$ cat src/rtl/monitor_event_sched.sv
// Shares one monitor output channel among NUM_REQ collectors: one-deep buffer per
// collector, round-robin pick, minimum issue gap, valid/ready output, saturating drops.
module monitor_event_sched #(
   parameter int  NUM_REQ = 4,
   parameter int  DATA_W  = 32,
   parameter int  MIN_GAP = 2,
   parameter int  CNT_W   = 16,
   localparam int PTR_W   = (NUM_REQ > 1) ? $clog2(NUM_REQ) : 1
) (
   input  logic                      clk,
   input  logic                      rst,
   input  logic                      enable,
   input  logic [NUM_REQ-1:0]        req_valid,
   input  logic [NUM_REQ*DATA_W-1:0] req_data,
   output logic                      mon_valid,
   input  logic                      mon_ready,
   output logic [DATA_W-1:0]         mon_data,
   output logic [PTR_W-1:0]          mon_src,
   output logic [NUM_REQ-1:0]        pending,
   output logic [CNT_W-1:0]          drop_count
);

   localparam int GAP_W = (MIN_GAP > 1) ? $clog2(MIN_GAP) : 1;
   localparam int SUM_W = CNT_W + $clog2(NUM_REQ + 1);

   logic [NUM_REQ-1:0][DATA_W-1:0] slot_q;
   logic [NUM_REQ-1:0]             pend_q, pend_d, grant, drop;
   logic [PTR_W-1:0]               rr_q, rr_d, gidx;
   logic [GAP_W-1:0]               gap_q, gap_d;
   logic                           vld_q, vld_d;
   logic [DATA_W-1:0]              data_q, data_d;
   logic [PTR_W-1:0]               src_q, src_d;
   logic [CNT_W-1:0]               drop_q, drop_d;
   logic                           out_free, load, found;
   logic [PTR_W:0]                 cand;
   logic [SUM_W-1:0]               sum;

   assign out_free = !vld_q || mon_ready;
   assign load     = enable && out_free && (gap_q == '0) && (|pend_q);

   // Search pending slots starting at rr_q, wrapping modulo NUM_REQ.
   always_comb begin
      found = 1'b0;
      gidx  = '0;
      cand  = '0;
      for (int k = 0; k < NUM_REQ; k++) begin
         cand = {1'b0, rr_q} + (PTR_W+1)'(k);
         if (cand >= (PTR_W+1)'(NUM_REQ))
            cand = cand - (PTR_W+1)'(NUM_REQ);
         if (!found && pend_q[cand[PTR_W-1:0]]) begin
            found = 1'b1;
            gidx  = cand[PTR_W-1:0];
         end
      end
      grant = '0;
      if (load)
         grant[gidx] = 1'b1;
   end

   always_comb begin
      drop   = req_valid & pend_q & ~grant;
      pend_d = req_valid | (pend_q & ~grant);
      sum    = SUM_W'(drop_q);
      for (int i = 0; i < NUM_REQ; i++)
         sum = sum + SUM_W'(drop[i]);
      if (sum > SUM_W'({CNT_W{1'b1}}))
         drop_d = '1;
      else
         drop_d = sum[CNT_W-1:0];

      vld_d  = vld_q;
      data_d = data_q;
      src_d  = src_q;
      rr_d   = rr_q;
      gap_d  = (gap_q != '0) ? gap_q - 1'b1 : gap_q;
      if (load) begin
         vld_d  = 1'b1;
         data_d = slot_q[gidx];
         src_d  = gidx;
         rr_d   = (gidx == PTR_W'(NUM_REQ-1)) ? '0 : gidx + 1'b1;
         gap_d  = GAP_W'(MIN_GAP-1);
      end else if (mon_ready) begin
         vld_d  = 1'b0;
      end
   end

   always_ff @(posedge clk) begin
      if (rst) begin
         slot_q <= '0;
         pend_q <= '0;
         rr_q   <= '0;
         gap_q  <= '0;
         vld_q  <= 1'b0;
         data_q <= '0;
         src_q  <= '0;
         drop_q <= '0;
      end else begin
         // A granted slot may be refilled by a strobe in the same cycle.
         for (int i = 0; i < NUM_REQ; i++)
            if (req_valid[i] && (!pend_q[i] || grant[i]))
               slot_q[i] <= req_data[i*DATA_W +: DATA_W];
         pend_q <= pend_d;
         rr_q   <= rr_d;
         gap_q  <= gap_d;
         vld_q  <= vld_d;
         data_q <= data_d;
         src_q  <= src_d;
         drop_q <= drop_d;
      end
   end

   assign mon_valid  = vld_q;
   assign mon_data   = data_q;
   assign mon_src    = src_q;
   assign pending    = pend_q;
   assign drop_count = drop_q;

endmodule

$ cat config.mk
export PLATFORM = sky130hd
export DESIGN_NAME = monitor_event_sched
export DESIGN_NICKNAME = d
export VERILOG_FILES = /design/src/rtl/monitor_event_sched.sv
export SDC_FILE = /design/constraint.sdc
export NUM_CORES = 1
export LEC_CHECK = 0
export CAP_MARGIN = 20
export CORE_UTILIZATION = 50
export CTS_BUF_LIST = sky130_fd_sc_hd__clkbuf_16
export DETAILED_ROUTE_END_ITERATION = 16
export PLACE_DENSITY = 0.87
export SYNTH_ARGS = -nofsm -noshare
export SYNTH_HDL_FRONTEND = slang
export SYNTH_SLANG_ARGS = --single-unit
export TNS_END_PERCENT = 50
$ cat constraint.sdc
create_clock -name clk -period 5.6 [get_ports clk]
set_clock_uncertainty 0.05 [all_clocks]
set_input_delay 0.56 -clock clk [delete_from_list [all_inputs] [get_ports clk]]
set_output_delay 0.56 -clock clk [all_outputs]
set_load 0.02 [all_outputs]
After elaboration in Yosys (flattened, before gate mapping):

Cells that the tools add are included.
W data, S select, Z words.

* flip-flop bits (word level): 186
* latch bits: 0
* bits in writable memories: 0
* bits in read-only memories: 0
* input bits: 136
* output and inout bits: 55
* word-level logic and storage cells: 98
* memories kept: 0

* add/subtract/negate cells: 13
* multipliers: 0
* divide/modulo/power cells: 0
* order comparisons: 11
* equal/unequal tests: 1
* shift-type cells: 0
* muxes and demuxes: 30
* bitwise logic cells: 6
* reductions and logical operators: 26

Operators by type and width (number)
* $bmux W32 S2: 1
* $mux W32: 1
* $add A18 B1 Y19: 1
* $add A19 B1 Y19: 1
* $gt A19 B16 Y1 const B: 1
* $add A17 B1 Y18: 1
* $mux W2: 9
* $add A16 B1 Y17: 1
* $mux W16: 1
* $lt A2 B3 Y1 const B: 5
* $and A4 B4 Y4: 3
* $mux W1: 12
* $logic_and A1 B1 Y1: 11
* $ge A3 B3 Y1 const B: 3
* $bmux W1 S2: 4
* $logic_not A1 Y1: 8
* $sub A2 B1 Y2 const B: 4
* $add A2 B2 Y3 const B: 2
* $logic_or A1 B1 Y1: 5
* $mux W4: 1
* $not A4 Y4: 1
* $or A4 B4 Y4: 1
* $reduce_or A4 Y1: 1
* $add A2 B1 Y3 const B: 1
* other kinds (8): 8

Depth between registers and ports, before layout:

Gate-level depths: netlist of run 1.

* depth in word-level cells: 27
* gate-level depth with buffers: 18
* mapped depth without buffers: 16

Worst setup path before layout of run 1:

OpenSTA, ideal clock, no wires.

* path type: register -> register
* start: register pend_q[3] (netlist: pending[3])
* end: register drop_q[10] (netlist: drop_count[10])
* library setup time: 70 ps
* data arrival time: 4478 ps
* required time: 5480 ps
* setup slack: 1002 ps
* stages on the path, launching flop included: 19
* path buffers: 4
* cell sequence: dfxtp_1 nor2_1 or4b_1 buf_2 and2_1 buf_2 buf_2 ha_1 a21boi_0 nand2_1 fa_1 fa_1 inv_1 fa_1 nand2_1 nor3b_1 nand3_1 clkbuf_1 a21oi_1

* cells in the longest elaborated chain, start to end: 25
* elaborated cells on any way between the ends: 38

RTL lines
* from (decl): RTL line 27 `logic [NUM_REQ-1:0] pend_q, pend_d, grant, drop;`
* from (signal assigned): RTL line 102 `pend_q <= pend_d;`
* $bmux W1 S2: RTL line 50 `if (!found && pend_q[cand[PTR_W-1:0]]) begin`
* $mux W1 (not written as such): RTL line 50
* $mux W1: RTL line 50
* $logic_not A1 Y1: RTL line 50
* $logic_and A1 B1 Y1: RTL line 50
* $mux W1: RTL line 50
* $logic_not A1 Y1: RTL line 50
* $logic_and A1 B1 Y1: RTL line 50
* (+9 left out)
* $not A4 Y4: RTL line 61 `drop = req_valid & pend_q & ~grant;`
* $and A4 B4 Y4 *: RTL line 61
* $add A16 B1 Y17: RTL line 65 `sum = sum + SUM_W'(drop[i]);`
* $add A17 B1 Y18: RTL line 65
* $add A18 B1 Y19: RTL line 65
* $add A19 B1 Y19 *: RTL line 65
* $gt A19 B16 Y1: RTL line 66 `if (sum > SUM_W'({CNT_W{1'b1}}))`
* $mux W16 *: RTL line 66
* to (signal assigned): RTL line 108 `drop_q <= drop_d;`
* to (decl): RTL line 33 `logic [CNT_W-1:0] drop_q, drop_d;`

Mark *: on every way between the ends. The rest lies on a longest branch, timed or not. The select of a mux whose other input is x is not followed.
A chain may end at the register's enable or synchronous reset.

Worst setup path in the final report of run 1:

* start: register pend_q[2] (netlist: pending[2])
* end: register drop_q[15] (netlist: drop_count[15])

The elaborated chain is that of the path after synthesis.

==> reports/qor.csv, run 1 <==
metric,value,unit
fp.dieW,131,um
slowest_delay,0.61,ns
ys_seq_elements,186,
ios,191,
drtIter0Drc,572,
cp.required,5.92,ns
setup_violations,0,
dp_hpwl,14.8,mm
yosysMostFrequentCell,dfxtp_1,
cts_hold_buf,0,
critPathLaunchType,flop,
firstDrtPassIters,5,
rr_worst_depth,16,
rsz0062_at_grt,no,
dpl.cell_count,1282,
min_from,slot_q[15],
synth_flop_cell,dfxtp_1,
layout.cells.non_filler,1314,
ys_warn_count,0,
cts.path.max_buffers,2,
drive_above_1_share,4.47,%
powerDensity,307,nW/um^2
clock_insertion_delay_worst_skew,0.45,ns
r2r_setup_slack,0.45,ns
h-tree-depth,4,
clk_pin_slew,0.06,ns
start_util,51.7,%
overflow,0,
fillCellCount,1296,
avgSynthCellArea,8.83,um^2
period_minus_slack,5.15,ns
synthCells,937,
cts.repair.resized,0,
synth_top_area_share,45.0,%
p_leak,0.00418,uW
post_cts_buffers,0,
synth_area_leaders,"dfxtp_1 45%, mux2i_1 12%, nand2b_1 9.9%, nand2_1 6.5%, a21oi_1 5.1%",
path_class,reg2reg,
fin_ws,0.448,ns
grt_pass1_wl,35.6,mm
place_congestion,0.827,
coreArea,16000,um^2
cts_made_buffers,17,
synth_edf_count,0,
worst_pin_slew,0.972,ns
fmax,0.194,GHz
hold_violations,0,
min_path_cells,2,
synthArstFlopShare,0,%
seq_area_frac_synth,45.0,%
cts_tree,built,
slowest_stage,nor3b_1,
fin_util,67.4,%
syn_area,8280,um^2
synth_nets,1079,
drc_errors,0,
endpoint_kind,flop,
status,"finished, final reports clean",
wl,23.1,mm
die_h,131,um
dieArea,17100,um^2
grt_usage,27.7,%
pre_cts_ws,0.429,ns
vias,7256,
min_path_type,reg2reg,
finalNetCount,1227,
r2r-end,drop_count[15],
crit_chain,nor2b_1 > or4b_1 > and2_2 > buf_4 > clkinv_2 > buf_4 > ha_1 > a21boi_0 > nand2_1 > fa_1 > inv_1 > fa_1 > nand2_1 > nor3b_1 > nand3_2 > a31oi_1,
final_max_slew_viol_count,0,
cts_root_buf,clkbuf_16,
vias_per_cell,5.52,
tns,0,ns
cp.arrival,5.47,ns
yosysUniqueCellTypes,42,
portBuffers,190,
antenna_left,0,
irDropWorstVdd,238,uV
grt_max_degree,115,
cp_max_fo,36,
period_share,92.0,%
area_delta_synth_final,30.2,%
yosys.area.top_type,dfxtp_1,
grt_antenna_before_repair,1,
maxSlewHeadroom,35.2,%
synth_common_cells,"186 x dfxtp_1, 144 x nand2_1, 131 x nand2b_1, 97 x mux2i_1, 84 x a21oi_1",
rows,46,
hold_path_end,slot_q[15],
grt_pass1_vias,6953,
wl_per_cell,17.6,um
power.total,3310,uW
cts.sinks,186,
max_cap_viol_count,0,
rr_startpoint,pending[2],
-- critical path, delay by kind of cell (launching register included) --
family                   cells  cell delay, ns
AND/OR/NAND/NOR              7            2.12
adder cells (fa/ha/maj)      3            0.96
buffers and inverters        4            0.95
AO/OA/AOI/OAI                2            0.49
flip-flops                   1            0.47
-- power by group --
group | switching, uW | internal (uW)
Sequential | 65.9 | 1430
Clock | 509 | 601
Combinational | 375 | 327
-- cells by family (layout without fill, tap and decap cells) --
group	after synthesis	count (layout)	synth area share, %
adders and majority gates	6	6	1.18
DFF	186	186	45.0
xor gates and xnor gates	11	11	1.16
buffers and inverters	85	245	4.47
and+or+nand+nor	386	386	23.3
AOI/OAI and AO/OA	166	166	13.2
other	0	1	0
muxes	97	97	11.7
-- how the worst max path moves through the flow --
stage	startpoint	endpoint	depth (start not counted)
2_1_floorplan	pending[3]	drop_count[10]	18
3_3_place_gp	pending[2]	drop_count[15]	15
3_5_place_dp	pending[2]	drop_count[13]	16
4_1_cts	pending[2]	drop_count[15]	16
5_1_grt	pending[2]	drop_count[15]	16
6_report	pending[2]	drop_count[15]	16
-- layout make-up --
cell class / count / area, um^2 / share of cell area [%]
flip-flops and latches: 186 / 3720 / 34.5
multi-input cells: 666 / 4210 / 39.0
repair buffers: 203 / 2000 / 18.5
clock inverters: 14 / 111 / 1.03
inverters: 11 / 42.5 / 0.395
well taps: 216 / 270 / 2.51
diodes: 1 / 2.50 / 0.0232
clock buffers: 17 / 425 / 3.95
-- cells in the final DEF (no fill, tap or decap), types with 4 or more instances in the layout --
master	netlist	routed
clkinvlp_4	0	4
xnor2_1	6	6
inv_1	10	12
a21oi_1	84	84
clkdlybuf4s50_1	0	189
nand3_1	8	7
and3_1	35	35
xor2_1	5	5
a211oi_1	32	32
buf_4	2	14
clkbuf_16	0	17
o32ai_1	32	32
nor2_1	48	48
mux2i_1	97	97
nor2b_1	7	7
nand2b_1	131	131
nand2_1	144	144
dfxtp_1	186	186
-- registers in the layout, summed over array words and instances (netlist names) --
signal      count
gap_q           1
pending         4
rr_q            2
drop_count     16
mon_data       32
mon_src         2
mon_valid       1
slot_q        128
-- through the flow --
stage                     cell area, um^2  hold WS (ns)
after global placement              10200         0.387
after floorplan                      8280         0.382
after detailed placement            10200         0.392
after CTS                           10800         0.401
after global routing                10800         0.418
final                               10800         0.401
-- layer usage --
| layer | vias up | GRT usage [%] | wire length (um) | share of wire [%] |
|---|---|---|---|---|
| li1 | 3491 | - | - | - |
| met1 | 3437 | 34.5 | 10000 | 43 |
| met2 | 285 | 46.5 | 11000 | 48 |
| met3 | 43 | 6.07 | 1510 | 6.5 |
| met4 | 0 | 11.0 | 540 | 2.3 |
| met5 | - | 0 | 0 | 0 |
Power figures use the tool's default switching activity.
==> inputs of run 2 (changes only) <==
--- a/config.mk
+++ b/config.mk
@@ -6,10 +6,14 @@
 export NUM_CORES = 1
 export LEC_CHECK = 0
 export CAP_MARGIN = 20
-export CORE_UTILIZATION = 50
+export CELL_PAD_IN_SITES_DETAIL_PLACEMENT = 1
+export CELL_PAD_IN_SITES_GLOBAL_PLACEMENT = 1
+export CORE_ASPECT_RATIO = 2
+export CORE_UTILIZATION = 47
 export CTS_BUF_LIST = sky130_fd_sc_hd__clkbuf_16
 export DETAILED_ROUTE_END_ITERATION = 16
-export PLACE_DENSITY = 0.87
+export DONT_BUFFER_PORTS = 1
+export PLACE_DENSITY = 0.86
 export SYNTH_ARGS = -nofsm -noshare
 export SYNTH_HDL_FRONTEND = slang
 export SYNTH_SLANG_ARGS = --single-unit
==> run 2 against run 1 <==
  * Combinational power decreased by 33%
  * Non-clock buffer count decreased by 192
  * Cell area decreased by 18%
  * Via count decreased by 9.4%
  * Total power decreased by 3.3%
  * First-iteration DRC count decreased by 52%
  * Routed wire length increased by 4.2%
  * Die area increased by 6.5%
  * Setup slack improved by 0.041 ns
  * Hold slack got worse by 0.23 ns
  * Sequential power increased by 3%
  * Global-route usage decreased by 0.62 points
  * Critical path type unchanged
==> reports/qor.csv, run 2 (synthesis results as in run 1) <==
metric,value,unit,change
drive_above_1_share,5.52,%,was 4.47%
cts_hold_buf,0,,unchanged
worst_pin_slew,0.922,ns,was 0.972 ns
maxSlewHeadroom,38.5,%,was 35.2%
grt_pass1_vias,6993,,was 6953
cp.arrival,5.42,ns,was 5.47 ns
max_cap_viol_count,0,,unchanged
crit_chain,nor2_1 > or4b_1 > and2_2 > ha_1 > a21boi_0 > nand2_1 > fa_1 > fa_1 > inv_1 > fa_1 > nand2_1 > nor3b_1 > nand3_1 > a31oi_1,,was nor2b_1 > or4b_1 > and2_2 > buf_4 > clkinv_2 > buf_4 > ha_1 > a21boi_0 > nand2_1 > fa_1 > inv_1 > fa_1 > nand2_1 > nor3b_1 > nand3_2 > a31oi_1
combPwrFrac,14.6,%,was 21.2%
critPathLaunchType,flop,,unchanged
slowest_delay,0.59,ns,was 0.61 ns
status,"finished, final reports clean",,unchanged
fp.dieW,95.8,um,was 131 um
dpl.cell_count,1084,,was 1282
fmax,0.196,GHz,was 0.194 GHz
area_delta_synth_final,7.30,%,was 30.2%
drtIter0Drc,276,,was 572
fin_util,51.4,%,was 67.4%
period_share,91.3,%,was 92.0%
firstDrtPassIters,5,,unchanged
final_common_cell,dfxtp_1,,was clkdlybuf4s50_1
overflow,0,,unchanged
cts_made_buffers,17,,unchanged
coreArea,17300,um^2,was 16000 um^2
ios,191,,unchanged
p_switching,964,uW,was 950 uW
fillCellCount,2006,,was 1296
p_sw_share,30.1,%,was 28.7%
power.total,3200,uW,was 3310 uW
clock_insertion_delay_worst_skew,0.44,ns,was 0.45 ns
path_class,reg2reg,,unchanged
irDropWorstVdd,172,uV,was 238 uV
clk_pin_slew,0.07,ns,was 0.06 ns
grt_max_degree,221,,was 115
powerDensity,360,nW/um^2,was 307 nW/um^2
drc_errors,0,,unchanged
hold_violations,0,,unchanged
p_leak,0.00347,uW,was 0.00418 uW
post_cts_buffers,0,,unchanged
dieArea,18200,um^2,was 17100 um^2
internal-power,2240,uW,was 2360 uW
cts.repair.resized,0,,unchanged
holdWs,0.166,ns,was 0.401 ns
cts.path.max_buffers,2,,unchanged
wl_per_cell,21.6,um,was 17.6 um
cts.sinks,186,,unchanged
cts_tree,built,,unchanged
grt_antenna_before_repair,0,,was 1
min_path_type,in2reg,,was reg2reg
rows,68,,was 46
die_h,190,um,was 131 um
setup_violations,0,,unchanged
cp_max_fo,14,,was 36
layout.cells.non_filler,1116,,was 1314
place_congestion,0.754,,was 0.827
tns,0,ns,unchanged
rsz0062_at_grt,no,,unchanged
grt_pass1_wl,36.7,mm,was 35.6 mm
finalNetCount,1035,,was 1227
cts_root_buf,clkbuf_16,,unchanged
period_minus_slack,5.11,ns,was 5.15 ns
dp_hpwl,15.4,mm,was 14.8 mm
largest_reg_flops,128,,unchanged
mostFrequentLayoutCells,"186 x dfxtp_1, 143 x nand2_1, 130 x nand2b_1",,"was 189 x clkdlybuf4s50_1, 186 x dfxtp_1, 144 x nand2_1"
final_max_slew_viol_count,0,,unchanged
wl,24.1,mm,was 23.1 mm
path_common_cell,fa_1,,
antenna_left,0,,unchanged
regMostFlops,slot_q,,unchanged
endpoint_kind,flop,,unchanged
vias_per_cell,5.89,,was 5.52
slowest_stage,dfxtp_1,,was nor3b_1
grt_usage,27.0,%,was 27.7%
pwr-share-clk,37.0,%,was 33.6%
portBuffers,0,,was 190
cp.required,5.90,ns,was 5.92 ns
vias,6576,,was 7256
power_frac_seq,48.4,%,was 45.2%
diodes,0,,was 1
h-tree-depth,4,,unchanged
start_util,47.9,%,was 51.7%
path_delay_family,simple AND/OR/NAND/NOR gates,,unchanged
cp_num_buf_inv,1,,was 4
[run 2: changes by cell type in the layout (fill, tap and decap cells not counted), moves of 2 or more]
cell | previous run | this run
buf_4 | 14 | 11
clkinv_4 | 3 | 1
clkdlybuf4s50_1 | 189 | 0
inv_6 | 0 | 5
inv_8 | 0 | 2
[run 2: per-layer routing]
metal,GRT usage (%),vias up,wire length (um)
met1,26.8,3223,8730
met2,50.0,193,13100
met5,0,-,0
li1,-,3099,-
met3,6.95,61,1230
met4,13.5,0,963
[run 2: worst paths after layout]
path                                 start  depth (start not counted)  slack [ns]              to
worst max-delay path            pending[3]                         14        0.49  drop_count[15]
worst min-delay path                   rst                          1        0.17     slot_q[104]
worst max register to register  pending[3]                         14        0.49  drop_count[15]
worst min register to register  slot_q[15]                          2        0.40      slot_q[15]
[run 2: power groups by stage]
| stage | Sequential, uW | Combinational (uW) | Clock [uW] |
|---|---|---|---|
| after detailed placement | 1580 | 462 | 0 |
| after floorplan | 1550 | 373 | 0 |
| final | 1550 | 468 | 1180 |
| after global routing | 1560 | 508 | 1260 |
| after global placement | 1570 | 447 | 0 |
| after CTS | 1550 | 471 | 1200 |
[run 2: final cells by class]
| cell class | instances | area [um^2] | area share [%] |
|---|---|---|---|
| well taps | 210 | 263 | 2.96 |
| inverters | 11 | 42.5 | 0.479 |
| flip-flops and latches | 186 | 3720 | 41.9 |
| clock inverters | 15 | 140 | 1.58 |
| repair buffers | 11 | 82.6 | 0.930 |
| multi-input cells | 666 | 4210 | 47.3 |
| clock buffers | 17 | 425 | 4.79 |
[run 2: per-stage QoR]
| step | worst slack, ns | area (um^2) |
|---|---|---|
| 2_1_floorplan | 1.00 | 8280 |
| 4_1_cts | 0.487 | 8880 |
| 3_3_place_gp | 0.789 | 8320 |
| 6_report | 0.489 | 8880 |
| 5_1_grt | 0.126 | 8880 |
| 3_5_place_dp | 0.540 | 8320 |
==> patch 1: new RTL, flow settings as in run 2 <==
Change the parameter `NUM_REQ` from 4 to 2.
--- a/src/rtl/monitor_event_sched.sv
+++ b/src/rtl/monitor_event_sched.sv
@@ -2,5 +2,5 @@
 // collector, round-robin pick, minimum issue gap, valid/ready output, saturating drops.
 module monitor_event_sched #(
-   parameter int  NUM_REQ = 4,
+   parameter int  NUM_REQ = 2,
    parameter int  DATA_W  = 32,
    parameter int  MIN_GAP = 2,
Interface: changed (resized mon_src, pending, req_data and req_valid); port bits go from 191 to 122. The function was not compared with the original's and may differ.
==> patch 1 against run 2 <==
- sequential cell count down 68
- die area is 34% lower
- routed wire length fell by 47%
- combinational power shrank 60%
- hold slack barely moved
- final area decreased by 33%
- critical path depth down 2
- non-clock buffer count down 7
- area after synthesis decreased by 35%
- setup slack improved by 0.87 ns
- total power shrank 34%
==> patch 1: results (changes against run 2) <==
** Cells and area
- The final cell count without fillers was 678 (-39%).
- Largest Register :: slot_q
- The final layout net count came to 595 (-43%).
- Layout cell share with drive strength beyond 1 :: 9.51% (+4.0 points)
- The number of fill cells was 1,258 (-37%).
- The number of flip-flops under the largest register name is 64 (-50%).
- # diodes :: 0 (unchanged)

** Drt
- The routed length per placed instance is 18.9 um (-13%).
- The first-pass detailed-route iteration total is 4 (-1).
- Total number of vias :: 3,694 (-44%)
- Count of antenna-violating nets left after detailed routing :: 0 (unchanged)
- The iteration-0 DRC count of the detailed router was 123 (-55%).

** Global routing
- The met3 usage in global routing is 4.99% (-2.0 points).
- Met1 routing resource usage after global routing :: 22.1% (-4.7 points)
- Maximum number of pins on one net before global-route repair :: 183 (-17%)
- The first-pass GRT wire length was 20,500 um (-44%).
- Vias in the first global route :: 4,043 (-42%)
- The sum of overflow across all layers after global routing came to 0 (unchanged).
- Met2 layer usage reported by global route :: 43.5% (-6.5 points)
- Global Route Usage Sum :: 22.5% (-4.5 points)

** Setup path
- Maximum fanout along the worst path :: 33 (+19)
- WP data arrival :: 4.52 ns (-0.90 ns)
- Launching instance or port of the critical path :: pending[0]$_SDFF_PP0_

** Synth
- The warning count from the yosys run is 0 (unchanged).
- By area the synthesized netlist is led by sky130_fd_sc_hd__dfxtp_1 44%, sky130_fd_sc_hd__mux2i_1 18%, sky130_fd_sc_hd__nand2b_1 15%.
- Post-synthesis instance total :: 539 (-42%)
- By count the netlist is led by 132 x sky130_fd_sc_hd__nand2b_1, 118 x sky130_fd_sc_hd__dfxtp_1, 96 x sky130_fd_sc_hd__mux2i_1.
- Sequential element share of the synthesized area :: 43.7% (-1.3 points)
- The count of cell types in the netlist came to 40 (-4.8%).
- Most frequently used flop master after synthesis :: sky130_fd_sc_hd__dfxtp_1
- Post-synth net total :: 611 (-43%)

** Placement
- The post-detailed-placement cell area was 5370 um2 (-35%).
- The instance count after placement with tap cells included was 645 (-40%).
- The number of buffer cells added on primary ports is 0 (unchanged).
- Placer Congestion :: 0.799 (+5.9%)
- Placed wire-length estimate after detailed placement :: 8350 um (-46%)

** Worst hold path
- Beginning of the worst hold path :: rst
- Classification of the worst-slack hold path :: in -> reg

** Clock tree
- The worst-skew pair later-pin latency came to 0.40 ns (-0.04 ns).
- The number of H-tree levels is 4 (unchanged).
- Clock Tree Root :: sky130_fd_sc_hd__clkbuf_16
- Maximum root-to-sink buffer count :: 2 (unchanged)
- Number of buffers inserted to repair setup after CTS :: 0 (unchanged)
- Clock-pin transition on the worst setup and hold timing paths :: roughly 0.06 ns

** Timing
- Slew at the pin closest to its max-slew limit :: 0.722 ns (-0.200 ns)

** Run status
- Outcome :: complete, no violations

** Pwr
- Static power due to leakage :: 2.31 nW (-33%)
- Switching power share of the total :: 25.2% (-5.0 points)
- The largest voltage drop on the vdd net was 0.220 mV (+28%).
-- patch 1: final cells by class --
| class | count | area [um2] | area share [%] |
|---|---|---|---|
| Clock inverter | 15 | 97.6 | 1.65 |
| Multi-Input combinational cell | 374 | 2770 | 46.9 |
| Sequential cell | 118 | 2360 | 40.0 |
| Clock buffer | 17 | 425 | 7.20 |
| Inverter | 8 | 30.0 | 0.508 |
| Tap cell | 142 | 178 | 3.01 |
| Timing Repair Buffer | 4 | 42.5 | 0.720 |
-- patch 1: kinds of logic after synthesis --
logic type / share of synthesized area, %
mux: 17.8
flops: 43.7
xor+xnor: 1.78
fa+ha+maj: 0.601
simple gates: 22.5
compound gates: 8.35
buf+inv: 5.39
-- patch 1: path summary, 6_finish.rpt --
check / end / slack (ns) / cells after the start
max reg2reg: drop_count[2]$_SDFF_PP0_ / 1.35 / 12
min reg2reg: slot_q[3]$_SDFFE_PP0P_ / 0.42 / 2
min: mon_data[19]$_SDFFE_PP0P_ / 0.17 / 1
max: drop_count[2]$_SDFF_PP0_ / 1.35 / 12
-- patch 1: power by group through the flow --
| stage | sequential [W] | clock, W | combinational [W] |
|---|---|---|---|
| floorplan | 0.000969 | 0 | 0.000176 |
| global placement | 0.000979 | 0 | 0.000175 |
| detailed placement | 0.000983 | 0 | 0.000185 |
| CTS | 0.000966 | 0.000977 | 0.000188 |
| global route | 0.000970 | 0.00102 | 0.000205 |
| finish | 0.000965 | 0.000961 | 0.000185 |
-- patch 1: stage by stage --
step	hold slack (ns)	total power, W	util (%)	worst slack (ns)
final	0.166	0.00211	52.4	1.35
after global routing	0.145	0.00220	52.4	1.06
after CTS	0.157	0.00213	52.2	1.31
after detailed placement	0.411	0.00117	47.5	1.36
after global placement	0.401	0.00115	47.5	1.66
after floorplan	0.391	0.00115	-	2.44
-- patch 1: per-layer routing --
| layer | vias to the layer above | routed length (um) |
|---|---|---|
| met2 | 91 | 7270 |
| li1 | 1802 | - |
| met1 | 1778 | 4720 |
| met3 | 23 | 505 |
| met5 | - | 0 |
| met4 | 0 | 293 |
-- patch 1: critical path, stage by stage, from the launching register on --
cell	delay (ns)
sky130_fd_sc_hd__dfxtp_1	0.63
sky130_fd_sc_hd__and2b_4	0.25
sky130_fd_sc_hd__or2b_2	0.10
sky130_fd_sc_hd__buf_4	0.50
sky130_fd_sc_hd__nand2b_1	0.21
sky130_fd_sc_hd__nand3_1	0.11
sky130_fd_sc_hd__fa_1	0.48
sky130_fd_sc_hd__inv_1	0.12
sky130_fd_sc_hd__ha_1	0.23
sky130_fd_sc_hd__nand3_1	0.27
sky130_fd_sc_hd__nor4_4	0.39
sky130_fd_sc_hd__nand4_2	0.48
sky130_fd_sc_hd__a21oi_1	0.32
==> patch 2: new RTL, flow settings as in run 2 <==
Made on the original files. `data_q` no longer has a reset.
--- a/src/rtl/monitor_event_sched.sv
+++ b/src/rtl/monitor_event_sched.sv
@@ -92,5 +92,4 @@
          gap_q  <= '0;
          vld_q  <= 1'b0;
-         data_q <= '0;
          src_q  <= '0;
          drop_q <= '0;
@@ -104,8 +103,11 @@
          gap_q  <= gap_d;
          vld_q  <= vld_d;
-         data_q <= data_d;
          src_q  <= src_d;
          drop_q <= drop_d;
       end
+   end
+
+   always_ff @(posedge clk) begin
+      data_q <= data_d;
    end
 
Formal check against the unedited RTL: differs if rst is asserted again (counterexample within 4 cycles, from zero or initial values and one cycle with rst high); with rst held inactive, the same outputs for 4 cycles.
==> patch 2 against run 2 <==
- final cell count down 6.3%
- total power down 1.0%
- combinational power shrank 9.2%
- global-route usage shrank 2.8 points
- area after synthesis is 0.89% higher
- sequential cell count did not move
- setup slack improved by 0.55 ns
- hold slack worse by 0.0093 ns
- die area rose by 0.88%
- final area increased by 1.0%
- via count is 11% lower
- largest cell class is now sequential cells
- routed wire length down 11%
- count of clock-buffer cells in the layout grew 1
==> patch 2: results (changes against run 2) <==
** Global routing
- Maximum number of pins on one net before global-route repair :: 219 (-0.90%)
- Met2 layer usage reported by global route :: 44.9% (-5.1 points)
- The met3 usage in global routing was 6.54% (-0.42 points).
- The met1 capacity usage during global routing came to 23.3% (-3.5 points).
- The via count of the first global-routing pass is 6,516 (-6.8%).

** Clock tree
- The worst-skew pair later-pin latency is 0.42 ns (-0.02 ns).

** Timing
- Worst-case headroom to the max-slew limit :: 27.6% (-11 points)

** Setup path
- On the critical path the largest part of the delay comes from adder cells.
- The maximum fanout encountered on the critical timing path came to 34 (+20).
- The arrival time at the worst endpoint is 4.87 ns (-0.55 ns).
- Among all stages on the critical path, the largest delay is contributed by sky130_fd_sc_hd__or3_1.
- The largest stage delay on the critical path is 0.62 ns (+0.03 ns).

** Synth
- The number of enable-type register cells in the synthesized netlist is 32 (+32).
- Most frequent cells after synthesis :: 163 x sky130_fd_sc_hd__mux2i_1, 154 x sky130_fd_sc_hd__dfxtp_1, 142 x sky130_fd_sc_hd__nand2_1
- The total nets after synthesis is 996 (-7.7%).
- Cell types with the largest area share after synthesis :: sky130_fd_sc_hd__dfxtp_1 37%, sky130_fd_sc_hd__mux2i_1 20%, sky130_fd_sc_hd__edfxtp_1 12%
- The mean instance size in the synthesized netlist was 9.78 um2 (+11%).

** Cells and area
- Filler instances :: 1,954 (-2.6%)
- The non-clock buffer count in the final layout is 8 (-3).
- The fraction of area in multi-input gates is 44.4% (-2.9 points).
- The number of clock buffer instances in the layout is 18 (+1).
- The multi-input combinational gate total was 596 (-11%).

** Drt
- WL per Instance :: 20.4 um (-5.4%)
- Total number of vias :: 5,881 (-11%)
- Via/cell ratio :: 5.62 (-4.6%)
- The wire length on met1 is 7560 um (-13%).
- The wire length on met2 came to 11,900 um (-9.5%).

** Run status
- The flow ran to the end, and the final reports show no timing, DRC or antenna violations.

** Placement
- The worst slack after detailed placement came to 1.05 ns (+0.506 ns).
- Number of placed instances with taps included :: 1,014 (-6.5%)
- Post-Place Cell Area :: 8410 um2 (+1.1%)

** Pwr
- Switching power share of the total :: 27.4% (-2.7 points)
- The largest voltage drop on the vdd net was 0.178 mV (+3.7%).
- Static power due to leakage :: 3.61 nW (+4.2%)
- The combinational power came to 0.000425 W (-9.2%).
- Total Power :: 0.00317 W (-1.0%)
patch 2: changes by cell type in the layout (fill, tap and decap cells not counted), sizes merged, moves of 4 or more:
cell / change
mux2i: +66
and3: -34
a211oi: -32
dfxtp: -32
edfxtp: +32
o32ai: -32
nor2: -31
inv: +4
nand3: -4
nor2b: -4
patch 2: worst paths after layout:
kind / to / slack [ns] / depth (start not counted)
setup reg to reg: drop_count[0]$_SDFF_PP0_ / 1.04 / 13
setup / recovery: drop_count[0]$_SDFF_PP0_ / 1.04 / 13
hold reg to reg: slot_q[127]$_SDFFE_PP0P_ / 0.40 / 2
hold / removal: slot_q[108]$_SDFFE_PP0P_ / 0.16 / 1
patch 2: logic make-up after synthesis:
logic type,after synthesis,share of synthesized area [%]
adders and majority gates,6,1.17
xor gates and xnor gates,9,0.944
AOI/OAI and AO/OA,104,7.01
and+or+nand+nor,314,18.8
muxes,163,19.5
DFF,186,48.4
buffers and inverters,72,4.10
